## src/rtl/sba_initiator.sv

```systemverilog
// sba_initiator: debug system-bus-access initiator. It takes one read/write
// command at a time from the debug module and runs it as a single arilla bus
// transaction with sub-word sizing, byte-lane steering, an alignment check
// and optional address auto-increment.
// Optional feature: define SBA_INITIATOR__TIMEOUT_EN to bound the wait for
// bus_done to TimeoutCycles cycles. When it fires, the response is rsp_err = 2.
module sba_initiator #(
   parameter int unsigned DataWidth        = 32,
   parameter int unsigned ByteAddressWidth = 32,
   parameter int unsigned ByteSize         = 8,
   parameter int unsigned TimeoutCycles    = 255
) (
   input  logic                          clk,
   input  logic                          rst,
   input  logic                          cmd_valid,
   output logic                          cmd_ready,
   input  logic                          cmd_write,
   input  logic                          cmd_addr_load,
   input  logic [ByteAddressWidth-1:0]   cmd_addr,
   input  logic [1:0]                    cmd_size,
   input  logic                          cmd_autoinc,
   input  logic [DataWidth-1:0]          cmd_wdata,
   output logic                          rsp_valid,
   input  logic                          rsp_ready,
   output logic [DataWidth-1:0]          rsp_rdata,
   output logic [1:0]                    rsp_err,
   output logic [ByteAddressWidth-1:0]   bus_address,
   output logic                          bus_read,
   output logic                          bus_write,
   output logic [DataWidth/ByteSize-1:0] bus_byte_enable,
   output logic [DataWidth-1:0]          bus_data_out,
   input  logic [DataWidth-1:0]          bus_data_in,
   input  logic                          bus_done
);

   localparam int unsigned NumLanes = DataWidth / ByteSize;
   localparam int unsigned OffWidth = $clog2(NumLanes);

   typedef enum logic [1:0] {
      IDLE = 2'd0,
      REQ  = 2'd1,
      WAIT = 2'd2,
      RSP  = 2'd3
   } state_t;

   // Size 3 is illegal, and so is any access wider than the bus. Otherwise
   // the lane offset must be a multiple of the access size.
   function automatic logic misaligned(input logic [1:0] size, input logic [OffWidth-1:0] off);
      int unsigned nbytes;
      int unsigned off_u;
      nbytes = 32'd1 << size;
      off_u  = 32'(off);
      misaligned = (size == 2'd3) || (nbytes > NumLanes) ||
                   ((off_u & (nbytes - 32'd1)) != 32'd0);
   endfunction

   // Byte-lane mask for an access of 2^size bytes starting at lane off.
   function automatic logic [NumLanes-1:0] lane_mask(input logic [1:0] size, input logic [OffWidth-1:0] off);
      logic [NumLanes-1:0] base;
      for (int unsigned i = 0; i < NumLanes; i++) begin
         base[i] = (i < (32'd1 << size));
      end
      lane_mask = base << off;
   endfunction

   // Bit mask that keeps the low 2^size bytes of a right-aligned value.
   function automatic logic [DataWidth-1:0] size_mask(input logic [1:0] size);
      logic [DataWidth-1:0] m;
      for (int unsigned i = 0; i < DataWidth; i++) begin
         m[i] = (i < ((32'd1 << size) * ByteSize));
      end
      size_mask = m;
   endfunction

   state_t                      state_r;
   state_t                      next_state_s;
   logic [ByteAddressWidth-1:0] addr_r;
   logic [ByteAddressWidth-1:0] eff_addr_s;
   logic [OffWidth-1:0]         eff_off_s;
   logic [OffWidth-1:0]         cur_off_r;
   logic [1:0]                  size_r;
   logic                        write_r;
   logic                        autoinc_r;
   logic                        bad_s;
   logic                        timeout_s;
   logic [DataWidth-1:0]        rdata_s;

   logic [ByteAddressWidth-1:0] bus_address_r;
   logic                        bus_read_r;
   logic                        bus_write_r;
   logic [NumLanes-1:0]         bus_be_r;
   logic [DataWidth-1:0]        bus_data_out_r;
   logic [DataWidth-1:0]        rsp_rdata_r;
   logic [1:0]                  rsp_err_r;

   assign eff_addr_s = cmd_addr_load ? cmd_addr : addr_r;
   assign eff_off_s  = eff_addr_s[OffWidth-1:0];
   assign bad_s      = misaligned(cmd_size, eff_off_s);
   assign rdata_s    = (bus_data_in >> (32'(cur_off_r) * ByteSize)) & size_mask(size_r);

`ifdef SBA_INITIATOR__TIMEOUT_EN
   localparam int unsigned CntWidth = (TimeoutCycles > 1) ? $clog2(TimeoutCycles + 1) : 1;

   logic [CntWidth-1:0] cnt_r;

   // The counter has the value n-1 in the n-th REQ/WAIT cycle. Expiry is the TimeoutCycles-th cycle.
   always_ff @(posedge clk) begin
      if (rst) begin
         cnt_r <= '0;
      end else if ((state_r == REQ) || (state_r == WAIT)) begin
         cnt_r <= cnt_r + {{(CntWidth-1){1'b0}}, 1'b1};
      end else begin
         cnt_r <= '0;
      end
   end

   assign timeout_s = (cnt_r == CntWidth'(TimeoutCycles - 32'd1));
`else
   assign timeout_s = 1'b0;
`endif

   // State register.
   always_ff @(posedge clk) begin
      if (rst) begin
         state_r <= IDLE;
      end else begin
         state_r <= next_state_s;
      end
   end

   // Next-state logic. If bus_done arrives in the expiry cycle, it wins over the timeout.
   always_comb begin
      next_state_s = state_r;
      case (state_r)
         IDLE: begin
            if (cmd_valid) begin
               next_state_s = bad_s ? RSP : REQ;
            end else begin
               next_state_s = IDLE;
            end
         end
         REQ, WAIT: begin
            if (bus_done || timeout_s) begin
               next_state_s = RSP;
            end else begin
               next_state_s = WAIT;
            end
         end
         RSP: begin
            if (rsp_ready) begin
               next_state_s = IDLE;
            end else begin
               next_state_s = RSP;
            end
         end
         default: next_state_s = IDLE;
      endcase
   end

   // Datapath: latch the command, drive the bus, capture the response and
   // keep the internal address.
   always_ff @(posedge clk) begin
      if (rst) begin
         addr_r         <= '0;
         cur_off_r      <= '0;
         size_r         <= 2'd0;
         write_r        <= 1'b0;
         autoinc_r      <= 1'b0;
         bus_address_r  <= '0;
         bus_read_r     <= 1'b0;
         bus_write_r    <= 1'b0;
         bus_be_r       <= '0;
         bus_data_out_r <= '0;
         rsp_rdata_r    <= '0;
         rsp_err_r      <= 2'd0;
      end else begin
         case (state_r)
            IDLE: begin
               if (cmd_valid) begin
                  if (cmd_addr_load) begin
                     addr_r <= cmd_addr;
                  end
                  cur_off_r <= eff_off_s;
                  size_r    <= cmd_size;
                  write_r   <= cmd_write;
                  autoinc_r <= cmd_autoinc;
                  if (bad_s) begin
                     rsp_err_r   <= 2'd1;
                     rsp_rdata_r <= '0;
                  end else begin
                     bus_address_r  <= {eff_addr_s[ByteAddressWidth-1:OffWidth], {OffWidth{1'b0}}};
                     bus_read_r     <= ~cmd_write;
                     bus_write_r    <= cmd_write;
                     bus_be_r       <= lane_mask(cmd_size, eff_off_s);
                     bus_data_out_r <= (cmd_wdata & size_mask(cmd_size)) << (32'(eff_off_s) * ByteSize);
                  end
               end
            end
            REQ, WAIT: begin
               bus_read_r  <= 1'b0;
               bus_write_r <= 1'b0;
               if (bus_done) begin
                  rsp_err_r      <= 2'd0;
                  rsp_rdata_r    <= write_r ? '0 : rdata_s;
                  bus_address_r  <= '0;
                  bus_be_r       <= '0;
                  bus_data_out_r <= '0;
                  if (autoinc_r) begin
                     addr_r <= addr_r + ({{(ByteAddressWidth-1){1'b0}}, 1'b1} << size_r);
                  end
               end else if (timeout_s) begin
                  rsp_err_r      <= 2'd2;
                  rsp_rdata_r    <= '0;
                  bus_address_r  <= '0;
                  bus_be_r       <= '0;
                  bus_data_out_r <= '0;
               end
            end
            RSP: begin
               if (rsp_ready) begin
                  rsp_err_r   <= 2'd0;
                  rsp_rdata_r <= '0;
               end
            end
            default: begin
               bus_read_r  <= 1'b0;
               bus_write_r <= 1'b0;
            end
         endcase
      end
   end

   assign cmd_ready       = (state_r == IDLE);
   assign rsp_valid       = (state_r == RSP);
   assign rsp_rdata       = rsp_rdata_r;
   assign rsp_err         = rsp_err_r;
   assign bus_address     = bus_address_r;
   assign bus_read        = bus_read_r;
   assign bus_write       = bus_write_r;
   assign bus_byte_enable = bus_be_r;
   assign bus_data_out    = bus_data_out_r;

endmodule

```

## config.mk

```make
export PLATFORM = sky130hd
export DESIGN_NAME = sba_initiator
export DESIGN_NICKNAME = d
export VERILOG_FILES = /design/src/rtl/sba_initiator.sv
export SDC_FILE = /design/constraint.sdc
export NUM_CORES = 1
export LEC_CHECK = 0
export CORE_ASPECT_RATIO = 1.2
export CORE_MARGIN = 1
export CORE_UTILIZATION = 49
export CTS_BUF_LIST = sky130_fd_sc_hd__clkbuf_16
export DETAILED_ROUTE_END_ITERATION = 10
export PLACE_DENSITY_LB_ADDON = 0.1
export SYNTH_ARGS = -nofsm -noshare
export SYNTH_HDL_FRONTEND = slang
export SYNTH_SLANG_ARGS = --single-unit
```

## constraint.sdc

```tcl
create_clock -name clk -period 3.3 [get_ports clk]
set_clock_uncertainty 0.1 [all_clocks]
set_input_delay 0.495 -clock clk [delete_from_list [all_inputs] [get_ports clk]]
set_output_delay 0.495 -clock clk [all_outputs]
set_load 0.02 [all_outputs]
```

**Yosys cells after proc, flatten, opt, wreduce, memory -nomap -nowiden**

Index checks and enable logic that the tools add are counted.

- Register bits: 144
- Input port bits: 106
- Output and inout port bits: 106
- Logic and storage cells: 152

- $add $sub $neg: 2
- $lt $le $gt $ge: 69
- Eq/ne operators: 10
- Shift-type cells: 5
- Muxes and demuxes: 38
- Bitwise gates (word level): 4
- Reductions and logical operators: 11

Operators by type and width:

| cell | number |
|---|---|
| $lt 5x32->1 const A | 32 |
| $lt 4x32->1 const A | 16 |
| $mux 32 | 14 |
| $lt 3x32->1 const A | 8 |
| $lt 1x32->1 const A | 6 |
| $lt 2x32->1 const A | 6 |
| $pmux 32 s2 | 3 |
| $pmux 32 s3 | 1 |
| $and 32x32->32 | 2 |
| $shl 1x2->32 const A | 2 |
| $add 32x32->32 | 1 |
| $and 2x32->32 | 1 |
| $gt 32x3->1 const B | 1 |
| $reduce_bool 32->1 | 1 |
| $shl 32x5->32 | 1 |
| $shr 32x5->32 | 1 |
| $sub 32x1->32 const B | 1 |
| $mux 2 | 7 |
| $mux 4 | 3 |
| $pmux 2 s3 | 2 |
| $reduce_and 4->1 | 3 |
| $ne 2x2->1 const B | 4 |
| $pmux 4 s2 | 1 |
| $eq 2x2->1 const B | 3 |
| 12 further kinds | 19 |

**Longest topological paths before layout**

- Depth in word-level cells: 8
- Depth in mapped cells: 11
- Mapped depth without buffers: 8

**Worst setup path before layout**

No wires, ideal clock.

- Kind: reg-to-reg
- Start: register state_r[0]
- End: register rsp_rdata_r[26], in the netlist rsp_rdata[26]
- Setup time: 0.069 ns
- Arrival: 2.303 ns
- Data required time: 3.131 ns
- Path slack: 0.828 ns
- Cell stages (with the launch flop): 11
- Path buffers: 3
- Period minus slack after synthesis: 2.472 ns
- Path through: dfxtp_1 inv_1 ha_1 buf_4 or3b_2 clkbuf_1 or3b_2 buf_2 nor2_2 nand2_1 o21ai_1

- Cells in the longest elaborated chain, start to end: 4
- Elaborated cells on any way between the ends: 11
- Classes of those cells: eq/ne (7); mux (1); reduce/logical (3)

Ends and longest elaborated chain:

| element | line | source |
|---|---|---|
| start, declared | 75 | `state_t state_r;` |
| start signal, assigned | 127 | `state_r <= next_state_s;` |
| $eq 2x1->1 / $eq 2x2->1 (equally long branches) | 177 | `case (state_r)` |
| $reduce_or 2->1 | 177 |  |
| $ne 2x2->1 (no line) | - |  |
| $reduce_and 4->1 (no line) | - |  |
| end signal, assigned | 204 | `rsp_rdata_r <= write_r ? '0 : rdata_s;` |
| end, declared | 93 | `logic [DataWidth-1:0] rsp_rdata_r;` |

Parallel ways exist; a longest one is shown, timed or not.
A chain may end at the register's enable or synchronous reset.

**Final worst setup path**

- Start: register size_r[1]
- End: register addr_r[28]

- Cells in the longest elaborated chain, start to end: 5

Ends and longest elaborated chain:

| element | line | source |
|---|---|---|
| start, declared | 81 | `logic [1:0] size_r;` |
| start signal, assigned | 184 | `size_r <= cmd_size;` |
| $shl 1x2->32 | 209 | `addr_r <= addr_r + ({{(ByteAddressWidth-1){1'b0}}, 1'b1} << size_r);` |
| $add 32x32->32 | 209 |  |
| $mux 32 | 208 | `if (autoinc_r) begin` |
| $mux 32 | 202 | `if (bus_done) begin` |
| $pmux 32 s2 | 177 |  |
| end signal, assigned | 181 | `addr_r <= cmd_addr;` |
| end signal, assigned | 209 |  |
| end, declared | 77 | `logic [ByteAddressWidth-1:0] addr_r;` |

Every way passes these cells. The select of a mux whose other input is x is not followed.

==> impl_results.md <==
* Outcome: finished clean
* GR Overflow Total at 0
* Mux contribution to synthesized area at between 10% and 20%
* Total number of vias at between 8,000 and 9,000
* Initial Util at about half
* Worst-path clk slew at 0.06 ns
* Wirelength per Cell at roughly 19 um
* CTS tree: done
* Total power at around 8.5 mW
* CP endpoint kind: flip-flop
* Minimum clock period at around 2.9 ns
* Number of global-route vias before repair at 7,408
* Simple-gate share of the synthesized area at 21.7%
* Xor/xnor share of the synthesized area at 0.223%
* Largest net degree at the start of global routing at 70
* P&R area growth vs syn at 35.1%
* Overall global routing resource usage at approximately 30%
* Largest family of logic cells by synthesized area: compound AO/OA/AOI/OAI gates
* Average size of a mapped cell at around 8.3 um2
* MaxCap Viol Count at 0
* Register area share after synthesis at 36.0%
* Final TNS setup at 0 ns
* Post-synth top cells: dfxtp_1 (141), nand2_1 (92), clkbuf_1 (61), o21ai_0 (53), mux2i_1 (52)
* I/O pins at 212
* Post-route ant nets at 0
* Final setup vio count at 0
* HPWL after detailed placement at 17.5 mm
* Library cells used by synthesis at around 70
* CP startpoint: size_r[1]
* RSZ-0062 raised after global routing: no
* 1st-iter DRT viols at a little under 900
* Initial antenna violation count at 0
* Global-route wire length before repair at roughly 40 mm
* Clock sinks at ~140
* Adder-cell area share of the yosys netlist at under 10%
* Drc violations at 0
* Setup CP Type: flip-flop to flip-flop
* DP Worst Slack at around 0.27 ns
* Number of core rows at 50
* Synthesized area at approximately 8000 um2
* CP Launch Type: flip-flop
* F_max at about 340 MHz
* Peak supply drop at between 0.4 and 0.5 mV
* Vias per cell at 6.10
* Area contributors post-synth: dfxtp_1 (36%), mux2i_1 (6.6%), nand2_1 (4.4%), a31o_2 (4.4%), o21ai_0 (3.4%)
* Final period util at approximately 90%
* Final Hold Viols at 0
* Post-CTS Resized at 0
* Die width at 118 um
* Clock Tree Buf Depth at 2
* # H-tree levels at 4
* Core Region at ~16,000 um2
* GP Congestion at between 0.8 and 0.9
* Largest area contributor in the netlist: dfxtp_1
* Drt pass-1 iters at 5
* Slew HR at approximately 28%
* Synth top area share at 36.0%
* Number of flops mapped to enable cells by yosys at 0
* Worst hold slack at between 0.3 and 0.4 ns
* Final worst-path setup slack at approximately 0.40 ns
* Slew at the pin closest to its max-slew limit at approximately 1.1 ns
* LEAKAGE at about 3.8 nW
* Main synth FF type: dfxtp_1
* Final Max Slew Viols at 0
* Min-delay src: rsp_rdata[26]
* P per Cell Area at 806 nW/um2
* Final cell count without fillers at ~1,300
* IO Port Bufs at ~210
* Asr flop ratio synth at 0%
* Cells after Synth at 949
* Nets@finish at 1,225
* Synth Area in Compound Gates at 23.6%
* Chip Height at ~140 um
* Latest clock arrival within the worst-skew pair at 0.42 ns
* Diodes inserted at 0
* Routed WL at 25.3 mm
* Root Buffer: clkbuf_16
* Critical path required time at 3.55 ns
* Hold-fix buffers at CTS at 0
* Synthesis warning total at 0
* Layout cells sized above 1 at roughly an eighth
* FF-to-FF Start: size_r[1]
* Max FO, Critical Path at 10
* Die area at 16,500 um2
* Dpl cells at between 1,000 and 1,500
* CP arrival at 3.15 ns
* CTS Buf Count at 17
* Min-delay worst type: flip-flop to flip-flop
* Post-CTS Setup Repair Bufs at 0
* Synthesized flop and latch total at roughly 140
* Count leader, synth: dfxtp_1
-- path summary, 6_finish.rpt --
kind                   endpoint  slack, ns  cells after the start
hold reg to reg   rsp_rdata[26]       0.35                      2
setup / recovery     addr_r[28]       0.40                      8
setup reg to reg     addr_r[28]       0.40                      8
hold / removal    rsp_rdata[26]       0.35                      2
-- routing by layer --
layer  vias up  track usage [%]  routed length, um
met2       349             48.8              11800
met3        46             5.38               1760
met4         0             12.8                764
li1       3901                -                  -
met1      3815             40.6              10900
met5         -                0                  0
-- report_power, final --
| part | switching [mW] | total (mW) | internal (mW) |
|---|---|---|---|
| combinational | 2.52 | 4.09 | 1.56 |
| sequential | 0.392 | 2.48 | 2.08 |
| clock | 0.738 | 1.98 | 1.25 |
| total | 3.65 | 8.55 | 4.89 |
-- metrics by stage --
| step | instance area [um2] | util [%] |
|---|---|---|
| floorplan | 7860 | - |
| global placement | 10000 | 64.0 |
| detailed placement | 10000 | 64.0 |
| CTS | 10600 | 67.8 |
| global route | 10600 | 67.8 |
| finish | 10600 | 67.8 |
-- registers in the layout, summed over array words and instances (netlist names) --
register         flops
bus_write            1
size_r               2
bus_read             1
state_r              2
write_r              1
bus_data_out        32
cur_off_r            2
rsp_err              1
addr_r              32
rsp_rdata           32
bus_byte_enable      4
autoinc_r            1
bus_address         30
-- cell type report --
type                    instances  area [um2]
flip-flops and latches        141        2820
clock inverters                13         175
well taps                     208         260
fillers                      1362        5030
clock buffers                  17         425
inverters                      20        76.3
repair buffers                237        2330
multi-input cells             693        4520
-- cell families after synthesis --
logic type,after synthesis
xor gates and xnor gates,2
and+or+nand+nor,333
adders and majority gates,10
other,1
AOI/OAI and AO/OA,270
DFF,141
muxes,75
buffers and inverters,117
-- layout by cell type (no fill, tap or decap), drive strengths merged, types with 4 or more instances in the layout --
cell,instances
mux2i,53
mux2,22
o31ai,13
and3,6
buf,31
nand2b,4
nor4,40
nor3,31
o21ai,62
dfxtp,141
a31o,55
a21oi,49
a211oi,14
nor2,41
and2,6
a31oi,9
o22ai,8
clkdlybuf4s50,206
ha,8
nand2,92
bufinv,4
clkinv,9
nand4,30
a22oi,9
or4,8
or3,8
inv,19
o211ai,15
nor2b,16
clkbuf,17
nand3,40
a2111oi,8
-- critical path, cell delays in order (launching register included) --
cell and delay [ns]:
dfxtp_1 0.35, nor2_1 0.18, ha_1 0.22, fa_1 0.25, a211oi_1 0.14, nor3b_2 0.66, nand2_1 0.27, or4_1 0.45
a31oi_1 0.18
Power figures use the tool's default switching activity.
